## config.mk

```make
export PLATFORM = sky130hd
export DESIGN_NAME = rtc_alarm_counter
export DESIGN_NICKNAME = d
export VERILOG_FILES = /design/src/rtl/rtc_alarm_counter.sv
export SDC_FILE = /design/constraint.sdc
export NUM_CORES = 1
export LEC_CHECK = 0
export BUFFER_PORTS_ARGS = -buffer_cell sky130_fd_sc_hd__buf_2
export CAP_MARGIN = 20
export CORE_UTILIZATION = 61
export CTS_BUF_LIST = sky130_fd_sc_hd__clkbuf_4
export DETAILED_ROUTE_END_ITERATION = 8
export PLACE_DENSITY = 0.87
export SLEW_MARGIN = 10
export SYNTH_ARGS = -nofsm -noshare
export SYNTH_HDL_FRONTEND = slang
export SYNTH_SLANG_ARGS = --single-unit
```

## constraint.sdc

```tcl
create_clock -name CLK1HZ -period 5.52 [get_ports CLK1HZ]
set_input_delay 0 -clock CLK1HZ [delete_from_list [all_inputs] [get_ports CLK1HZ]]
set_output_delay 0 -clock CLK1HZ [all_outputs]
set_load 0.01 [all_outputs]
```

## src/rtl/rtc_alarm_counter.sv

```systemverilog
// rtc_alarm_counter: free-running 1 Hz RTC counter with NUM_ALARMS match channels.
// Each channel latches a sticky raw interrupt when the counter is updated onto its
// match value; interrupts are masked onto INTR/INTRCOMB by ALARMEN.
// Optional feature macro: RTC_ALARM_COUNTER_TESTCOUNT_EN enables the TESTCOUNT
// override path; without it TESTCOUNT/RTCTCOUNT are present but ignored.
module rtc_alarm_counter #(
  parameter int unsigned           CNT_WIDTH  = 32,
  parameter int unsigned           NUM_ALARMS = 4,
  parameter logic [CNT_WIDTH-1:0]  RST_VALUE  = 1
) (
  input  logic                  CLK1HZ,
  input  logic                  RTCRST,
  input  logic                  CNTEN,
  input  logic                  LOADEN,
  input  logic [CNT_WIDTH-1:0]  LOADVAL,
  input  logic                  TESTCOUNT,
  input  logic [CNT_WIDTH-1:0]  RTCTCOUNT,
  input  logic [NUM_ALARMS-1:0] MATCHWE,
  input  logic [CNT_WIDTH-1:0]  MATCHVAL,
  input  logic [NUM_ALARMS-1:0] ALARMEN,
  input  logic [NUM_ALARMS-1:0] INTCLR,
  output logic [CNT_WIDTH-1:0]  Count,
  output logic [NUM_ALARMS-1:0] RAWINT,
  output logic [NUM_ALARMS-1:0] INTR,
  output logic                  INTRCOMB,
  output logic                  WRAP
);

  localparam logic [CNT_WIDTH-1:0] CntOne = 1;

  logic                  test_sel;
  logic [CNT_WIDTH-1:0]  count_q, count_d;
  logic                  upd;
  logic                  wrap_q, wrap_d;
  logic [CNT_WIDTH-1:0]  match_q [NUM_ALARMS];
  logic [NUM_ALARMS-1:0] rawint_q, rawint_d;

`ifdef RTC_ALARM_COUNTER_TESTCOUNT_EN
  assign test_sel = TESTCOUNT;
`else
  // Test path compiled out: ports kept for pin compatibility only.
  logic unused_testcount;
  assign unused_testcount = ^{TESTCOUNT, RTCTCOUNT};
  assign test_sel = 1'b0;
`endif

  // Counter next value: test override, then load, then increment, else hold.
  always_comb begin
    count_d = count_q;
    upd     = 1'b0;
    wrap_d  = 1'b0;
    if (test_sel) begin
      count_d = RTCTCOUNT;
      upd     = 1'b1;
    end else if (LOADEN) begin
      count_d = LOADVAL;
      upd     = 1'b1;
    end else if (CNTEN) begin
      count_d = count_q + CntOne;
      upd     = 1'b1;
      // Only an increment rollover counts as a wrap, never a load of zero.
      wrap_d  = (count_q == '1);
    end
  end

  // Raw status: set on an update onto the pre-edge match value; set beats clear.
  always_comb begin
    rawint_d = rawint_q & ~INTCLR;
    for (int i = 0; i < NUM_ALARMS; i++) begin
      if (upd && (count_d == match_q[i])) begin
        rawint_d[i] = 1'b1;
      end
    end
  end

  // Counter, wrap pulse and raw status registers.
  always_ff @(posedge CLK1HZ or posedge RTCRST) begin
    if (RTCRST) begin
      count_q  <= RST_VALUE;
      wrap_q   <= 1'b0;
      rawint_q <= '0;
    end else begin
      count_q  <= count_d;
      wrap_q   <= wrap_d;
      rawint_q <= rawint_d;
    end
  end

  // Match registers; the compare above sees the old value on a same-edge write.
  always_ff @(posedge CLK1HZ or posedge RTCRST) begin
    if (RTCRST) begin
      for (int i = 0; i < NUM_ALARMS; i++) begin
        match_q[i] <= '1;
      end
    end else begin
      for (int i = 0; i < NUM_ALARMS; i++) begin
        if (MATCHWE[i]) begin
          match_q[i] <= MATCHVAL;
        end
      end
    end
  end

  // Outputs: masked interrupts are combinational on the raw status.
  always_comb begin
    Count    = count_q;
    WRAP     = wrap_q;
    RAWINT   = rawint_q;
    INTR     = rawint_q & ALARMEN;
    INTRCOMB = |(rawint_q & ALARMEN);
  end

endmodule

```

* After elaboration in Yosys (flattened, before gate mapping)
Cells that the tools add are included.
** Word-level totals
- Register bits :: 165
** Cells by class
- Reduce and logical (&&, ||, !) cells :: 5
- Eq/ne operators :: 5
- Muxes and demuxes :: 10
- $add $sub $neg :: 1
- Bitwise operators :: 3
** Operator list (number)
- == test 32 bit :: 4
- two-way mux 32 bit :: 2
- adder 32 x 1 -> 32 bit, second input constant :: 1
- == test 32 bit, second input constant :: 1
- bitwise AND 4 bit :: 2
- two-way mux 1 bit :: 8
- logical AND 1 bit :: 4
- NOT 4 bit :: 1
- OR reduction 4 bit :: 1

* Depth between registers and ports, before layout
- Depth in word-level cells :: 6
- Gate-level depth with buffers :: 12
- Gate-level depth less buffers :: 9

* Worst setup path after synthesis
Ideal clock, no wire load.
- Kind :: reg2reg
- Start :: reg count_q[0], in the netlist Count[0]
- End :: reg rawint_q[2], in the netlist RAWINT[2]
- Data required time :: 5.419 ns
- Stages on the path, launching flop included :: 11
- Arrival :: 2.982 ns
- Path buffers :: 1
- Setup slack :: 2.438 ns
- Period minus slack after synthesis :: 3.082 ns
- Library setup time :: 0.101 ns
- Cell sequence :: dfstp_2 ha_1 and4_1 buf_4 nand4_1 nor4_1 mux2i_1 o221ai_1 o41ai_1 nand4_1 o32ai_1
** On the way
- Cells in the longest elaborated chain, start to end :: 6
** Ends and longest elaborated chain
- start: declaration :: RTL line 32 : logic [CNT_WIDTH-1:0] count_q, count_d;
- start signal: assignment :: RTL line 83 : count_q <= count_d;
- adder 32 x 1 -> 32 bit :: RTL line 59 : count_d = count_q + CntOne;
- two-way mux 32 bit * :: RTL line 58 : end else if (CNTEN) begin
- two-way mux 32 bit * :: RTL line 55 : end else if (LOADEN) begin
- == test 32 bit * :: RTL line 70 : if (upd && (count_d == match_q[i])) begin
- logical AND 1 bit * :: RTL line 70
- two-way mux 1 bit * :: RTL line 70
- named net rawint_d[2] :: RTL line 36 : logic [NUM_ALARMS-1:0] rawint_q, rawint_d;
- end signal: assignment :: RTL line 85 : rawint_q <= rawint_d;
- end: declaration :: RTL line 36
Mark *: on every way through the listed nets, which the timed path passes. The rest lies on a longest branch.
A chain may end at the register's enable or synchronous reset.

* Worst setup path in the final report
- Start :: reg count_q[14], in the netlist Count[14]
- End :: reg rawint_q[2], in the netlist RAWINT[2]
Same word-level chain as after synthesis.

==> metrics list <==
- The run finished, with violations left.
* Violations in the final reports: design-rule violations
* IO Count: 155
- FP Rows: 51
- In this run the power density over the cells is 256.9 nW/um^2.
- TritonCTS clock tree: yes
- A synthesized cell averages 9.259 sq um.
* Hold Path Depth: 3
- Overall power consumption after layout is estimated at 3.585 mW.
* Area of the core region: 19530 sq um
* Global Route Usage Sum: 0.5548
- For this run the aggregate overflow at the end of global routing stands at 0.
* Net total in the final layout: 1571
- DRC violation total after the first TritonRoute iteration: 2743
- Counting along the longest clock path gives a buffer depth of 2.
- The count of nets left with antenna violations once routing finished came out at 0.
- At the end of routability-driven placement, the weighted congestion stood at 1.152.
- Cell type with the largest total area after synthesis: dfstp_2
* Routed Wire Length: 56330 microns
* Final-report hold violation count: 0
* Total buffers and inverters traversed by the critical path: 1
* First-pass iteration count of the detailed router: 9
* Area of placed instances: 12900 sq um
* Max-slew violation count: 0
- Sinks on Clock Net: 165
- The synthesized netlist contains 81 unique library cells.
* Full die area: 20590 sq um
- Mapped Cells: 1319
- Overall die width: 143.5 microns
- The HPWL after detailed placement is 40580 microns.
- Die Y: 143.5 microns
- For the worst flop-to-flop path, the logic depth is 9.
- In this run the cell area of the synthesized design comes to 12210 sq um.
* Largest incremental delay on the critical path: 900 ps
- Of all nets on the critical path, the largest fanout is 18.
- The number of global-route vias before repair is 11900.
- Across the VDD grid, the largest voltage drop is 266.8 uV.
* Most frequently used flop master after synthesis: dfstp_2
- Number of antenna violations at the first check in global routing: 3
- Of the total power, combinational logic draws 0.319.
- Input and output buffers added on the ports amount to 121.
* Sequential area share after synthesis: 0.3513
- Dividing the detail-routed via count by the number of cells gives 7.446.
* Startpoint type of the worst setup path: flip-flop
- For this run, the top clock speed supported by timing is 0.1975 GHz.
- Cells traversed along the worst timing path: and4_1, nand2_1, nor4_1, mux2i_1, o221ai_1, o41ai_1, nand4_1, o32ai_1, dlygate4sd3_1
- After detailed routing, the number of remaining DRC violations is 6.
* Setup fix buffers added after clock tree synthesis: 0
* CP endpoint kind: flip-flop
- Critical path's top delay family: simple AND/OR/NAND/NOR gates
- Of the total power, the clock network draws 0.219.
* Arrival time at the worst endpoint: 5640 ps
- Unrepaired setup endpoints after global routing: false
- In this run, synthesis produced a sequential element count of 165.
- At the pin with the least slew margin, the transition time is 1159 ps.
- Number of max-cap violations: 0
- Worst Skew: 35.59 ps
- Sequential group share of total power: 0.462
* CP max-delay cell: and4_1
- Setup violations remaining at the end of the flow were counted as 0.
* Cells taking the most area after synthesis: dfstp_2, mux2_2, dfrtp_1
* Share of flip-flops with an asynchronous set or reset after synthesis: 1.000
- Layout area overhead: 14.25%
- Launching instance or port of the critical path: Count[14]
- Worst R2R End: RAWINT[2]
* Slew margin rel.: 0.2276
- Of the total power, the share spent switching nets is 0.4227.
* Synthesis Warnings: 0
- Across all register-to-register paths, the minimum setup slack is 460 ps.
- Min Clock Period, post-route: 5063 ps
- Layout cells sized above 1: 0.3020
* Number of buffers inserted during clock tree synthesis: 17
- EDFF count, synth: 0
- Initial Util: 0.6255
- Hold path endpoint: match_q[81]
* Root buffer cell: clkbuf_4
* Critical register-to-register path startpoint: Count[14]
- Entering global routing, the biggest net connects 109 pins.
* # H-tree levels: 4
- In the final routed layout, each cell accounts on average for 32.43 microns.
- Clock-pin slew was measured on the worst setup and hold paths at 180 ps.
- Of the available clock period, the critical path in the final layout requires 0.9171.
- Internal power comes to 2.070 mW.
* Worst hold start: MATCHWE[1]
- Net switching power: 1.515 mW
- After routing the design area is 13950 sq um.
- The share of synthesized area in the top cell type comes to 0.2775.
- The first global-routing pass estimated 80130 microns of wire.
- By startpoint and endpoint, the worst setup path is classified as flip-flop to flip-flop.
- For the final routed database, the setup TNS stands at 0 ps.
- Summed over all cells, the static leakage comes to 5.348 nW.
- Counting every net in the synthesized netlist gives 1433.
- The path class of the tightest hold or removal check is input pin to flip-flop.
- Critical path required time: 6100 ps
- Clk Latency, worst-skew pair: 630 ps
- Number of vias after detailed routing: 12930
[how the worst max path moves through the flow]
stage / slack [ps] / end / depth (start not counted)
finish: 460 / RAWINT[2] / 9
global placement: 1580 / RAWINT[2] / 8
floorplan: 1270 / Count[10] / 1
detailed placement: 1480 / RAWINT[2] / 8
CTS: 940 / RAWINT[2] / 9
global route: 530 / RAWINT[2] / 9
[worst min-delay path, cell delays in order]
cell and delay, ps:
buf_2 460, nand2_1 160, o21ai_0 70
[layout by cell type (no fill, tap or decap), drive strengths merged, types with 52 or more instances in the layout]
master,netlist,routed
buf,52,142
dfstp,129,129
mux2,112,112
nand2,84,84
xnor2,77,77
dlygate4sd3,0,73
inv,65,71
o21ai,67,67
xor2,66,66
nand4,53,53
nor2,52,52
[Yosys cell counts (9+ instances only)]
cell type	instances
nor3_1	35
inv_1	64
a21oi_1	40
nand2b_1	25
and3_1	11
nor4_1	35
a2111oi_0	9
or4_1	11
and2_1	14
mux2i_1	14
buf_1	24
nand2_1	84
nand4_1	49
o22ai_1	10
nor2b_1	18
xor2_1	66
nand3_1	33
xnor2_1	77
nor2_1	52
mux2_2	112
a221oi_1	12
o21ai_0	67
buf_2	20
a31oi_1	18
dfrtp_1	36
o221ai_1	12
a22oi_1	13
clkbuf_1	44
dfstp_2	129
and4_1	9
[layout make-up]
class                           count  area, sq um
Fill cell                        1463         5573
Tap cell                          265        331.6
Sequential cell                   165         4290
Clock inverter                     14        182.7
Clock buffer                       18        135.1
Multi-Input combinational cell    993         7263
Antenna cell                        2        5.005
Timing Repair Buffer              215         1496
Inverter                           65        249.0
[flip-flops by register name, summed over array words and instances, names as in the netlist]
register	flops
Count	32
WRAP	1
RAWINT	4
match_q	128
[cell families (layout without fill, tap and decap cells)]
logic type / Yosys count / after routing / share of synthesized area
buffers and inverters: 161 / 312 / 0.05399
and+or+nand+nor: 415 / 415 / 0.1887
xor gates and xnor gates: 147 / 147 / 0.1101
other: 0 / 2 / 0
adders and majority gates: 1 / 1 / 0.001024
muxes: 126 / 126 / 0.1147
DFF: 165 / 165 / 0.3513
AOI/OAI and AO/OA: 304 / 304 / 0.1801
[timing repair]
item	4_1_cts	5_1_grt
setup endpoints to repair	0	0
hold buffers	73	0
hold endpoints to repair	173	0
resized for setup	0	0
[power groups by stage]
stage          combinational (mW)  clock (mW)  sequential, mW
2_1_floorplan               0.699           0            1.52
3_3_place_gp                 1.01           0            1.64
4_1_cts                      1.06       0.778            1.63
3_5_place_dp                 1.02           0            1.65
5_1_grt                      1.17       0.822            1.65
6_report                     1.14       0.787            1.66
[stage by stage]
step	setup WS [ps]	hold slack [ps]	cells	utilization
6_report	457.4	66.08	1737	0.7146
5_1_grt	526.6	39.89	1737	0.7146
4_1_cts	938.2	8.482	1735	0.7143
3_5_place_dp	1485	192.8	1630	0.6606
3_3_place_gp	1582	191.4	1630	0.6606
2_1_floorplan	1272	98.98	1319	-
[routing by layer]
layer  wire length, microns  global-route usage  part of all wire
met1                  20070              0.7011              0.36
met2                  22390              0.7782              0.40
met5                      0                   0                 0
met4                   4315              0.3130             0.077
met3                   9553              0.2522              0.17
Note: power is estimated with default switching activity, not from simulation.
